`config.mk`:
```
export PLATFORM = sky130hd
export DESIGN_NAME = dsp_sop_lane_accumulator
export DESIGN_NICKNAME = d
export VERILOG_FILES = /design/src/rtl/dsp_sop_acc_pkg.sv /design/src/rtl/dsp_sop_round_sat.sv /design/src/rtl/dsp_sop_lane_accumulator.sv
export SDC_FILE = /design/constraint.sdc
export NUM_CORES = 2
export LEC_CHECK = 0
export BUFFER_PORTS_ARGS = -buffer_cell sky130_fd_sc_hd__buf_2
export CORE_MARGIN = 2
export CORE_UTILIZATION = 51
export CTS_BUF_LIST = sky130_fd_sc_hd__clkbuf_8 sky130_fd_sc_hd__clkbuf_16
export CTS_CLUSTER_DIAMETER = 100
export DETAILED_ROUTE_END_ITERATION = 7
export HOLD_SLACK_MARGIN = 0.05
export PLACE_DENSITY = 0.68
export SLEW_MARGIN = 20
export SYNTH_ARGS = -nofsm -noshare
export SYNTH_HDL_FRONTEND = slang
export SYNTH_SLANG_ARGS = --single-unit
```
`constraint.sdc`:
```
create_clock -name clk -period 6.1 [get_ports clk]
set_clock_uncertainty 0.1 [all_clocks]
set_input_delay 0 -clock clk [delete_from_list [all_inputs] [get_ports clk]]
set_output_delay 0 -clock clk [all_outputs]
set_load 0.02 [all_outputs]
```
`src/rtl/dsp_sop_acc_pkg.sv`:
```
// Shared sizing helpers and default lane geometry for the SOP lane accumulator.
// Included by dsp_sop_lane_accumulator and dsp_sop_round_sat.
package dsp_sop_acc_pkg;

  localparam int unsigned DEF_LANES = 8;
  localparam int unsigned DEF_IN_W  = 37;

  // Accumulator width that cannot wrap when summing `beats` sign-extended inputs.
  function automatic int unsigned acc_w(input int unsigned in_w, input int unsigned beats);
    return in_w + $clog2(beats);
  endfunction

  // Round-half-up bias added before an arithmetic right shift.
  function automatic logic [63:0] round_const(input int unsigned shift);
    return (shift == 0) ? 64'd0 : (64'd1 << (shift - 1));
  endfunction

endpackage

```
`src/rtl/dsp_sop_round_sat.sv`:
```
// Combinational per-lane round-half-up, arithmetic shift and signed saturation.
// Optional ReLU clamp enabled by DSP_SOP_ACC_RELU_EN (does not affect sat).
module dsp_sop_round_sat
  import dsp_sop_acc_pkg::*;
#(
  parameter int unsigned ACC_W = 39,
  parameter int unsigned SHIFT = 8,
  parameter int unsigned OUT_W = 16
) (
  input  logic signed [ACC_W-1:0] rnd_in,
  output logic signed [OUT_W-1:0] res,
  output logic                    sat
);

  // One guard bit so the rounding bias cannot overflow the most positive sum.
  localparam int unsigned SUM_W = ACC_W + 1;
  localparam logic signed [SUM_W-1:0] RC   = SUM_W'(round_const(SHIFT));
  localparam logic signed [SUM_W-1:0] MAXV = {{(SUM_W-OUT_W+1){1'b0}}, {(OUT_W-1){1'b1}}};
  localparam logic signed [SUM_W-1:0] MINV = {{(SUM_W-OUT_W+1){1'b1}}, {(OUT_W-1){1'b0}}};

  logic signed [SUM_W-1:0] biased;
  logic signed [SUM_W-1:0] shifted;

  always_comb begin
    biased  = SUM_W'(rnd_in) + RC;
    shifted = biased >>> SHIFT;
    sat     = 1'b0;
    res     = shifted[OUT_W-1:0];
    if (shifted > MAXV) begin
      res = MAXV[OUT_W-1:0];
      sat = 1'b1;
    end else if (shifted < MINV) begin
      res = MINV[OUT_W-1:0];
      sat = 1'b1;
    end
`ifdef DSP_SOP_ACC_RELU_EN
    if (res[OUT_W-1]) begin
      res = '0;
    end
`else
`endif
  end

endmodule

```
`src/rtl/dsp_sop_lane_accumulator.sv`:
```
// Per-lane accumulation of ACC_BEATS sum-of-products beats, then round/shift/saturate
// to OUT_W behind valid/ready. Optional ReLU via DSP_SOP_ACC_RELU_EN (in dsp_sop_round_sat).
module dsp_sop_lane_accumulator
  import dsp_sop_acc_pkg::*;
#(
  parameter int unsigned LANES     = DEF_LANES,
  parameter int unsigned IN_W      = DEF_IN_W,
  parameter int unsigned ACC_BEATS = 4,
  parameter int unsigned SHIFT     = 8,
  parameter int unsigned OUT_W     = 16
) (
  input  logic                     clk,
  input  logic                     reset,
  input  logic                     in_valid,
  output logic                     in_ready,
  input  logic [LANES*IN_W-1:0]    in_data,
  output logic                     out_valid,
  input  logic                     out_ready,
  output logic [LANES*OUT_W-1:0]   out_data,
  output logic [LANES-1:0]         out_sat
);

  localparam int unsigned ACC_W = acc_w(IN_W, ACC_BEATS);
  localparam int unsigned CNT_W = $clog2(ACC_BEATS);
  localparam logic [CNT_W-1:0] LAST_CNT = CNT_W'(ACC_BEATS - 1);

  logic [CNT_W-1:0]        cnt_q, cnt_d;
  logic signed [ACC_W-1:0] acc_q [LANES];
  logic signed [ACC_W-1:0] acc_d [LANES];
  logic signed [ACC_W-1:0] rnd_q [LANES];
  logic signed [ACC_W-1:0] rnd_d [LANES];
  logic signed [ACC_W-1:0] beat  [LANES];
  logic signed [ACC_W-1:0] sum   [LANES];
  logic                    rnd_v_q, rnd_v_d;
  logic                    out_valid_q, out_valid_d;
  logic [LANES*OUT_W-1:0]  out_data_q, out_data_d;
  logic [LANES-1:0]        out_sat_q, out_sat_d;
  logic [LANES*OUT_W-1:0]  rs_data;
  logic [LANES-1:0]        rs_sat;
  logic                    last, rnd_adv, accept;

  for (genvar g = 0; g < LANES; g++) begin : g_lane
    dsp_sop_round_sat #(
      .ACC_W (ACC_W),
      .SHIFT (SHIFT),
      .OUT_W (OUT_W)
    ) u_rs (
      .rnd_in (rnd_q[g]),
      .res    (rs_data[g*OUT_W +: OUT_W]),
      .sat    (rs_sat[g])
    );
  end

  assign last      = (cnt_q == LAST_CNT);
  assign rnd_adv   = rnd_v_q && (!out_valid_q || out_ready);
  // A last beat only stalls when rnd_q is full and cannot drain this cycle.
  assign in_ready  = !(last && rnd_v_q && !rnd_adv);
  assign accept    = in_valid && in_ready;
  assign out_valid = out_valid_q;
  assign out_data  = out_data_q;
  assign out_sat   = out_sat_q;

  always_comb begin
    cnt_d       = cnt_q;
    acc_d       = acc_q;
    rnd_d       = rnd_q;
    rnd_v_d     = rnd_v_q;
    out_valid_d = out_valid_q;
    out_data_d  = out_data_q;
    out_sat_d   = out_sat_q;
    for (int unsigned i = 0; i < LANES; i++) begin
      beat[i] = in_valid ? ACC_W'($signed(in_data[i*IN_W +: IN_W])) : '0;
      sum[i]  = (cnt_q == '0) ? beat[i] : acc_q[i] + beat[i];
    end
    if (rnd_adv) begin
      rnd_v_d     = 1'b0;
      out_valid_d = 1'b1;
      out_data_d  = rs_data;
      out_sat_d   = rs_sat;
    end else if (out_ready) begin
      out_valid_d = 1'b0;
    end
    if (accept) begin
      if (last) begin
        rnd_d   = sum;
        rnd_v_d = 1'b1;
        cnt_d   = '0;
      end else begin
        acc_d = sum;
        cnt_d = cnt_q + 1'b1;
      end
    end
  end

  always_ff @(posedge clk or negedge reset) begin
    if (!reset) begin
      cnt_q       <= '0;
      acc_q       <= '{default: '0};
      rnd_q       <= '{default: '0};
      rnd_v_q     <= 1'b0;
      out_valid_q <= 1'b0;
      out_data_q  <= '0;
      out_sat_q   <= '0;
    end else begin
      cnt_q       <= cnt_d;
      acc_q       <= acc_d;
      rnd_q       <= rnd_d;
      rnd_v_q     <= rnd_v_d;
      out_valid_q <= out_valid_d;
      out_data_q  <= out_data_d;
      out_sat_q   <= out_sat_d;
    end
  end

endmodule

```
==> results by group <==
Yosys
  – Top-area cell type share of the netlist area: roughly 34%
  – Synth Area in Compound Gates: a little under a quarter
  – #FFs+latches synth: just over 700
  – Simple-gate share of the synthesized area: a little under a quarter
  – Synth Area in Adders: approximately 7.8%
  – Sequential element share of the synthesized area: roughly a third
  – Avg Inst Size Synth: 8.02 sq um
  – Dominant synthesized flop cell: dfrtp_1
  – Synth top area cells: dfrtp_1 (34%), ha_1 (7.5%), o21ai_0 (7.3%)
  – Number of synthesized flops with an enable pin: 0
  – Post-synthesis xor/xnor area fraction: roughly 7%
  – Syn_nets: ~7,100
  – Synth cell types: 95
  – YS warnings: 0
  – FFs w/ async S/R, synth: 100%
  – Mux share of post-synthesis cell area: under 10%
  – Post-Synthesis Cell Area: 0.0521 sq mm
  – Synth Instances: ~6,500
  – Leading area contributor after synthesis: dfrtp_1
  – Main combinational cell family by area after synthesis: simple AND/OR/NAND/NOR gates

Routing
  – Initial DRC Count: 3,301
  – Final wirelength: between 150 and 200 mm
  – Via-to-Cell Ratio: just under 6
  – Final ANT Viol Nets: 0
  – Routed len/inst: roughly 18 um
  – DRT Pass-1 Iters: 5
  – DR vias: just under 50,000
  – DRC viols: 0

STA
  – Endpoints failing hold: 0
  – Tmin final: approximately 4600 ps
  – Max Slew Vio Count: 0
  – Slew @ Worst Pin: ~1100 ps
  – Final setup viols: 0
  – RSZ-0062 raised after global routing: no
  – Rel. slew slack: between 20% and 30%
  – Tcrit/Tclk final: around 76%
  – Setup TNS: 0 ps
  – Fmax: 217 MHz

GRT
  – Grt ovf: 0
  – Antenna violations before repair: 23
  – Vias in the first global route: ~48,000
  – Largest net degree at the start of global routing: 262
  – First-pass GRT wire length: 250 mm
  – Total GRT Usage: between 20% and 30%

Die
  – Die Height: 324 um
  – Placement Rows: 117
  – Num ports: around 440
  – Starting density of the core: about half
  – DIE WIDTH: roughly 320 um
  – Core Box Area: around 0.10 sq mm
  – DIE AREA: approximately 0.10 sq mm

Critical path
  – Crit path capture: acc_q[153]
  – Worst Path Required: 6570 ps
  – Critical path class: primary input to flip-flop
  – WP data arrival: 5080 ps
  – Reg2reg path depth: 13
  – CP startpoint: in_valid
  – FF-to-FF setup slack: roughly 1700 ps
  – Critical path peak fanout: 164
  – Critical R2R Capture: rnd_q[311]
  – Crit path capture type: flip-flop
  – FF-to-FF Start: acc_q[273]
  – Startpoint Class: primary input

Min path
  – Worst Hold Class: primary input to flip-flop

Place
  – Detail Placement HPWL: 108 mm
  – Number of port buffers: 437
  – Placer Congestion: ~0.9

Clocking
  – TritonCTS Buffers: 87
  – Root cell of the clock tree: clkbuf_16
  – Sink Count: a little over 700
  – CTS Buffer Depth: 3
  – Skew-Pair Late Insertion Delay: ~670 ps
  – Clock slew at reported path FFs: roughly 60 ps
  – Post-CTS setup repair buffer count: 0
  – TritonCTS clock tree: done
  – H-tree depth: 3
  – # resized after CTS: 0

Flow run
  – Max-cap violation count: 0

Cells and area
  – Fillers: approximately 9,100
  – Fin util: between 60% and 70%
  – Layout area overhead: 17.9%
  – # nets final: roughly 7,700
  – Layout cells sized above 1: between 10% and 20%

Pwr
  – Static leakage: 28.1 nW
  – VDD IR max: 0.265 mV
  – Cell Pwr Density: roughly 470 mW/mm^2

Run status
  – Status: completed
## sequential cells by signal, indices dropped and copies added, names as in the netlist
name / cells
acc_q: 312
cnt_q: 2
out_data: 128
out_sat: 8
out_valid: 1
rnd_q: 256
rnd_v_q: 1
## synth_stat cells, drive strengths merged (67+ instances only)
| master | instances |
|---|---|
| a21o | 175 |
| nand3 | 218 |
| nand4 | 90 |
| clkbuf | 294 |
| xor2 | 173 |
| o22a | 67 |
| dfrtp | 708 |
| a31oi | 100 |
| nor2 | 477 |
| o21ai | 766 |
| nor3 | 86 |
| nand2 | 1018 |
| and2 | 320 |
| and3 | 80 |
| a21oi | 490 |
| ha | 314 |
| inv | 105 |
| xnor2 | 234 |
| mux2i | 98 |
## worst max-delay path: stages
cell and delay (ps):
dlygate4sd3_1 550, clkbuf_8 310, buf_12 310, and2_1 330, ha_1 230, fa_1 410
a21o_1 170, a21oi_1 200, o21bai_1 100, a2111o_1 450, a211o_1 330, a21oi_1 290
o21ai_0 350, a211oi_1 350, xnor2_1 150, mux2i_1 100, o21ai_0 190
## cells in the final DEF, fill, tap and decap left out, types with 43 or more instances in the layout
cell type and n:
nand2_1 1014, o21ai_0 762, dfrtp_1 708, a21oi_1 488, nor2_1 476, buf_2 435
dlygate4sd3_1 320, and2_1 318, ha_1 313, xnor2_1 234, nand3_1 215, a21o_1 175
xor2_1 173, inv_1 118, a31oi_1 99, mux2i_1 98, clkbuf_16 90, nand4_1 89
nor3_1 83, and3_1 79, o22a_1 67, o21bai_1 52, nor2b_1 45, nand2b_1 43
## worst min path at each step
stage,cells after the start,from,endpoint
global placement,1,reset,out_data[120]
floorplan,0,reset,acc_q[0]
detailed placement,1,reset,out_data[120]
finish,3,in_data[221],acc_q[116]
CTS,3,in_data[221],acc_q[116]
global route,3,in_data[73],acc_q[272]
## power breakdown
group          switching, mW  internal (mW)  total (mW)
logic                   8.63           5.69        14.3
registers               2.01           6.82        8.83
clock network           2.18           3.39        5.57
total                   12.8           15.9        28.7
## area by class of cell
| class | instances | area, sq um | share of cell area [%] |
|---|---|---|---|
| tap | 1368 | 1710 | 2.79 |
| multi-input combinational | 5338 | 32700 | 53.2 |
| antenna | 9 | 22.5 | 0.0367 |
| sequential | 708 | 17700 | 28.8 |
| clock inverter | 48 | 562 | 0.914 |
| inverter | 106 | 405 | 0.660 |
| timing repair buffer | 794 | 5830 | 9.49 |
| clock buffer | 108 | 2500 | 4.07 |
## stage by stage
stage | total power, mW | cells | hold WS (ps) | setup slack (ps) | cell area (sq um)
2_1_floorplan | 19.0 | 6499 | -396 | 2200 | 52100
3_3_place_gp | 22.4 | 7993 | 22.8 | 1650 | 55100
3_5_place_dp | 22.8 | 7993 | 32.8 | 1580 | 55100
4_1_cts | 28.7 | 8470 | 56.7 | 1710 | 61400
5_1_grt | 31.1 | 8478 | 113 | 1070 | 61400
6_report | 28.7 | 8479 | 102 | 1490 | 61400
## timing repair
action	CTS	global route
hold endpoints to repair	785	0
endpoints found under the setup margin	0	0
hold buffers	321	0
## per-layer routing
metal / up-vias / GRT usage, % / part of all wire [%]
met3: 286 / 4.14 / 5.1
li1: 24100 / - / -
met2: 1279 / 49.8 / 48
met1: 23400 / 37.9 / 44
met4: 16 / 9.90 / 3.4
met5: - / 0 / 0.063
## kinds of logic after synthesis
family,after synthesis
and+or+nand+nor,2538
AOI/OAI and AO/OA,1957
DFF,708
buffers and inverters,453
xor gates and xnor gates,407
adders and majority gates,322
muxes,114
Power figures use the tool's default switching activity.
